$ cat src/rtl/seq_detector_param.sv
// Run-time configurable serial pattern detector with valid-qualified input,
// overlap/non-overlap modes, one-cycle registered detect pulse and saturating match counter.
module seq_detector_param #(
    parameter int MAX_LEN = 8,
    parameter int CNT_W   = 8,
    parameter int LEN_W   = $clog2(MAX_LEN + 1)
) (
    input  logic               clk,
    input  logic               reset_n,
    input  logic               in_valid,
    input  logic               seq_in,
    input  logic               enable,
    input  logic               cfg_load,
    input  logic [MAX_LEN-1:0] cfg_pattern,
    input  logic [LEN_W-1:0]   cfg_len,
    input  logic               cfg_overlap,
    input  logic               cnt_clear,
    output logic               detect_out,
    output logic [CNT_W-1:0]   detect_count,
    output logic               cfg_err,
    output logic               armed
);

    typedef enum logic [0:0] {
        ST_IDLE  = 1'b0,
        ST_ARMED = 1'b1
    } state_t;

    state_t             r_state;
    logic [MAX_LEN-1:0] r_pattern;
    logic [LEN_W-1:0]   r_len;
    logic               r_overlap;
    logic [MAX_LEN-1:0] r_hist;
    logic [LEN_W-1:0]   r_fill;
    logic               r_detect;
    logic [CNT_W-1:0]   r_count;
    logic               r_cfg_err;

    logic               w_cfg_valid;
    logic               w_shift;
    logic [MAX_LEN-1:0] w_hist_next;
    logic [MAX_LEN-1:0] w_mask;
    logic               w_fill_ok;
    logic               w_match;
    logic [LEN_W-1:0]   w_fill_next;
    logic [CNT_W-1:0]   w_cnt_max;

    assign w_cfg_valid = (cfg_len >= LEN_W'(2)) && (cfg_len <= LEN_W'(MAX_LEN));
    // A coincident cfg_load discards the input bit.
    assign w_shift     = (r_state == ST_ARMED) && enable && in_valid && !cfg_load;
    assign w_hist_next = (r_hist << 1) | {{(MAX_LEN-1){1'b0}}, seq_in};
    // Fill is saturated at L, so "fill including new bit >= L" is fill >= L-1.
    assign w_fill_ok   = (r_fill >= (r_len - LEN_W'(1)));
    assign w_match     = w_shift && w_fill_ok &&
                         (((w_hist_next ^ r_pattern) & w_mask) == {MAX_LEN{1'b0}});
    assign w_cnt_max   = {CNT_W{1'b1}};

    // Select the low L history bits that take part in the comparison.
    always_comb begin
        w_mask = {MAX_LEN{1'b0}};
        for (int i = 0; i < MAX_LEN; i++) begin
            if (LEN_W'(i) < r_len) begin
                w_mask[i] = 1'b1;
            end else begin
                w_mask[i] = 1'b0;
            end
        end
    end

    // Next fill count: restart after a non-overlapping match, else saturate at L.
    always_comb begin
        w_fill_next = r_fill;
        if (w_match && !r_overlap) begin
            w_fill_next = {LEN_W{1'b0}};
        end else if (r_fill < r_len) begin
            w_fill_next = r_fill + LEN_W'(1);
        end else begin
            w_fill_next = r_fill;
        end
    end

    // Control FSM, configuration, history and registered outputs.
    always_ff @(posedge clk or negedge reset_n) begin
        if (!reset_n) begin
            r_state   <= ST_IDLE;
            r_pattern <= {MAX_LEN{1'b0}};
            r_len     <= {LEN_W{1'b0}};
            r_overlap <= 1'b0;
            r_hist    <= {MAX_LEN{1'b0}};
            r_fill    <= {LEN_W{1'b0}};
            r_detect  <= 1'b0;
            r_count   <= {CNT_W{1'b0}};
            r_cfg_err <= 1'b0;
        end else begin
            r_cfg_err <= cfg_load && !w_cfg_valid;
            r_detect  <= w_match;

            case (r_state)
                ST_IDLE:  r_state <= (cfg_load && w_cfg_valid) ? ST_ARMED : ST_IDLE;
                ST_ARMED: r_state <= ST_ARMED;
                default:  r_state <= ST_IDLE;
            endcase

            if (cfg_load && w_cfg_valid) begin
                r_pattern <= cfg_pattern;
                r_len     <= cfg_len;
                r_overlap <= cfg_overlap;
                r_hist    <= {MAX_LEN{1'b0}};
                r_fill    <= {LEN_W{1'b0}};
            end else if (w_shift) begin
                r_hist    <= w_hist_next;
                r_fill    <= w_fill_next;
            end else begin
                r_hist    <= r_hist;
                r_fill    <= r_fill;
            end

            if (cnt_clear) begin
                r_count <= {CNT_W{1'b0}};
            end else if (w_match && (r_count != w_cnt_max)) begin
                r_count <= r_count + CNT_W'(1);
            end else begin
                r_count <= r_count;
            end
        end
    end

    assign detect_out   = r_detect;
    assign detect_count = r_count;
    assign cfg_err      = r_cfg_err;
    assign armed        = (r_state == ST_ARMED);

endmodule

$ cat config.mk
export PLATFORM = sky130hd
export DESIGN_NAME = seq_detector_param
export DESIGN_NICKNAME = d
export VERILOG_FILES = /design/src/rtl/seq_detector_param.sv
export SDC_FILE = /design/constraint.sdc
export NUM_CORES = 1
export LEC_CHECK = 0
export ABC_AREA = 0
export CAP_MARGIN = 10
export CORE_ASPECT_RATIO = 1.25
export CORE_MARGIN = 4
export CORE_UTILIZATION = 50
export CTS_BUF_LIST = sky130_fd_sc_hd__clkbuf_8
export DETAILED_ROUTE_END_ITERATION = 12
export GPL_ROUTABILITY_DRIVEN = 0
export HOLD_SLACK_MARGIN = 0.12
export MAX_ROUTING_LAYER = met4
export PLACE_DENSITY = 0.8
export SYNTH_ARGS = -nofsm -noshare
export SYNTH_HDL_FRONTEND = slang
export SYNTH_SLANG_ARGS = --single-unit
$ cat constraint.sdc
create_clock -name clk -period 5.15 [get_ports clk]
set_input_delay 0.515 -clock clk [delete_from_list [all_inputs] [get_ports clk]]
set_output_delay 0.515 -clock clk [all_outputs]
set_load 0.02 [all_outputs]
==> flow_summary_export.csv <==
group,metric,value,unit
drt,ant_nets,0,
cts,cts_tree,"yes",
final_layout,nets,281,
yosys,synth_top_area_share,44.5,%
yosys,synth.distinct_cells,41,
yosys,yosysMostFrequentCell,"nand2_1",
setup_path,worst-r2r-setup-slack,2450,ps
yosys,synth_edf_count,0,
sta,relSlewSlack,38.8,%
floorplan,die_area,5010,sq um
final_layout,diodes,0,
sta,setup_viol,0,
setup_path,r2r_start,"r_len[0]$_DFFE_PN0P_",
worst_hold_path,min-delay-start,"r_pattern[0]$_DFFE_PN0P_",
setup_path,cp_common_cell,"ha_1",
cts,clk_path_buf_depth,2,
drt,finalWirelength,4070,um
sta,fin_crit,2700,ps
setup_path,crit_arrival,2910,ps
cts,cts_made_buffers,5,
sta,tightest_slew,917,ps
setup_path,worstPathCellList,"inv_1 -> ha_1 -> xnor2_1 -> ha_1 -> o21a_1 -> o21ai_2 -> nor3_2 -> nand4_2 -> or3_1 -> a21oi_1",
setup_path,crit_buf_inv,1,
drt,wire_per_inst,13.4,um
power_and_ir_drop,p_leak,1.03,nW
drt,first_iter_violations,97,
sta,rsz0062_at_grt,"false",
drt,vias,1628,
yosys,syn_inst,220,
yosys,yosysWarnings,0,
setup_path,critPathKind,"flip-flop to flip-flop",
global_route,grt_max_degree,36,
global_route,grt_overflow_total,0,
worst_hold_path,min_path_cells,2,
setup_path,ff2ff_path_depth,10,
cts,clock_latency,290,ps
sta,finalSetupTns,0,ps
placed_design,dp_hpwl,2900,um
setup_path,crit_required,5360,ps
outcome,status,"finished, final reports clean",
power_and_ir_drop,max-vdd-ir-drop,153,uV
flow_run,cap_violations,0,
yosys,ys_ff_latch,35,
cts,hold_buffers,0,
setup_path,r2r-end,"detect_count[3]$_DFFE_PN0P_",
yosys,yosysSeqAreaShare,44.5,%
setup_path,end_kind,"flip-flop",
yosys,syn-num-nets,253,
yosys,yosys-top-cells-area,"dfrtp_1 (45%), nand2_1 (9.9%), ha_1 (8.3%)",
global_route,track_usage,18.3,%
setup_path,crit_path_start_kind,"flip-flop",
cts,cts-resized-gates,0,
floorplan,initial_core_util,52.0,%
power_and_ir_drop,power.total,0.748,mW
setup_path,max_stage_delay,450,ps
floorplan,ioPinCount,31,
cts,path_clk_slew,70,ps
yosys,yosysTopAreaCell,"dfrtp_1",
power_and_ir_drop,powerDensity,316,nW/um^2
sta,min_period_over_period,52.4,%
floorplan,coreArea,3780,sq um
sta,finalHoldViolCount,0,
setup_path,worstPathMaxFanout,14,
yosys,synthFlopType,"dfrtp_1",
drt,routed_via_density,5.37,
final_layout,nFillCells,337,
cts,htreeDepth,2,
floorplan,die_y,78.1,um
floorplan,dieWidth,64.1,um
final_layout,synthToLayoutAreaGrowth,20.3,%
yosys,synth-async-reset-ratio,100,%
worst_hold_path,min_path_type,"flip-flop to flip-flop",
worst_hold_path,holdPathEnd,"r_pattern[0]$_DFFE_PN0P_",
placed_design,numPortBuffers,30,
yosys,netlist_area,1970,sq um
setup_path,slowest_stage,"or3_1",
global_route,antenna_found_initial,0,
cts,cts.sinks,35,
cts,post_cts_buffers,0,
sta,clock_skew,8.43,ps
global_route,grt_pass1_wl,7110,um
drt,drc,0,
sta,maxSlewViolCount,0,
sta,hold-worst-slack,500,ps
final_layout,drive_gt1_share,4.42,%
setup_path,critical_path.top_delay_family,"simple AND/OR/NAND/NOR gates",
drt,drt_first_pass_iters,4,
yosys,avgSynthCellArea,8.94,sq um
sta,fmax,371,MHz
cts,root_buffer,"clkbuf_8",
floorplan,num_rows,25,
global_route,grt_pass1_vias,1587,
yosys,synth_commonest_cells,"nand2_1 (52), dfrtp_1 (35), a21oi_1 (19)",
layer usage:
| layer | vias to the layer above | GRT usage (%) | wire length [um] |
|---|---|---|---|
| met5 | - | - | 0 |
| met3 | 7 | 4.29 | 149 |
| li1 | 812 | - | - |
| met2 | 27 | 30.1 | 1980 |
| met4 | 0 | 8.03 | 69 |
| met1 | 782 | 21.3 | 1870 |
cell families after synthesis:
group / Yosys count / synth area share (%)
compound gates: 46 / 13.9
xor+xnor: 11 / 4.90
fa+ha+maj: 13 / 8.27
buf+inv: 18 / 4.45
flops: 35 / 44.5
mux: 1 / 0.509
simple gates: 96 / 23.5
where the power goes:
part | switching (mW) | internal, mW | total, mW
Sequential | 0.0405 | 0.307 | 0.347
Combinational | 0.116 | 0.0990 | 0.215
Clock | 0.0950 | 0.0908 | 0.186
through the flow:
| stage | setup slack [ps] | instance area, sq um | std cells | utilization (%) |
|---|---|---|---|---|
| final | 2450 | 2370 | 303 | 62.5 |
| after global routing | 2210 | 2370 | 303 | 62.5 |
| after CTS | 2440 | 2370 | 303 | 62.5 |
| after detailed placement | 2220 | 2280 | 295 | 60.4 |
| after global placement | 2290 | 2280 | 295 | 60.4 |
| after floorplan | 2820 | 1970 | 220 | - |
how the worst max path moves through the flow:
stage | slack [ps] | startpoint | cells past startpoint | endpoint
floorplan | 2820 | r_len[0]$_DFFE_PN0P_ | 11 | detect_count[2]$_DFFE_PN0P_
global placement | 2290 | cfg_load | 7 | detect_count[5]$_DFFE_PN0P_
detailed placement | 2220 | cfg_load | 7 | detect_count[4]$_DFFE_PN0P_
CTS | 2440 | r_len[0]$_DFFE_PN0P_ | 10 | detect_count[4]$_DFFE_PN0P_
global route | 2210 | r_len[0]$_DFFE_PN0P_ | 10 | detect_count[3]$_DFFE_PN0P_
finish | 2450 | r_len[0]$_DFFE_PN0P_ | 10 | detect_count[3]$_DFFE_PN0P_
flip-flops by register name, indices dropped and copies added (netlist names):
register,cells
r_pattern,8
r_hist,7
r_len,4
detect_out,1
r_overlap,1
armed,1
r_fill,4
cfg_err,1
detect_count,8
area by class of cell:
type,count,area [sq um],area share (%)
Inverter,8,30.0,1.27
Tap cell,54,67.6,2.86
Multi-Input combinational cell,167,1000,42.4
Timing Repair Buffer,31,308,13.0
Clock inverter,3,12.5,0.529
Sequential cell,35,876,37.0
Clock buffer,5,68.8,2.91
placed cells by master (no fill, tap or decap), types with 2 or more instances in the layout:
| master | count |
|---|---|
| a21oi_1 | 19 |
| a31oi_1 | 2 |
| and3_1 | 3 |
| clkbuf_8 | 5 |
| clkdlybuf4s50_1 | 30 |
| dfrtp_1 | 35 |
| ha_1 | 13 |
| inv_1 | 10 |
| nand2_1 | 52 |
| nand2b_1 | 3 |
| nand3_1 | 11 |
| nand4b_1 | 2 |
| nor2_1 | 5 |
| nor2b_1 | 2 |
| nor3_1 | 3 |
| nor4_1 | 2 |
| o21ai_0 | 4 |
| o21ai_1 | 12 |
| or3_1 | 6 |
| xnor2_1 | 8 |
| xor2_1 | 3 |
tightest hold or removal path: stages (launching register included):
cell	delay, ps
dfrtp_1	360
nand2_1	60
nand2_1	50
Power figures use the tool's default switching activity.
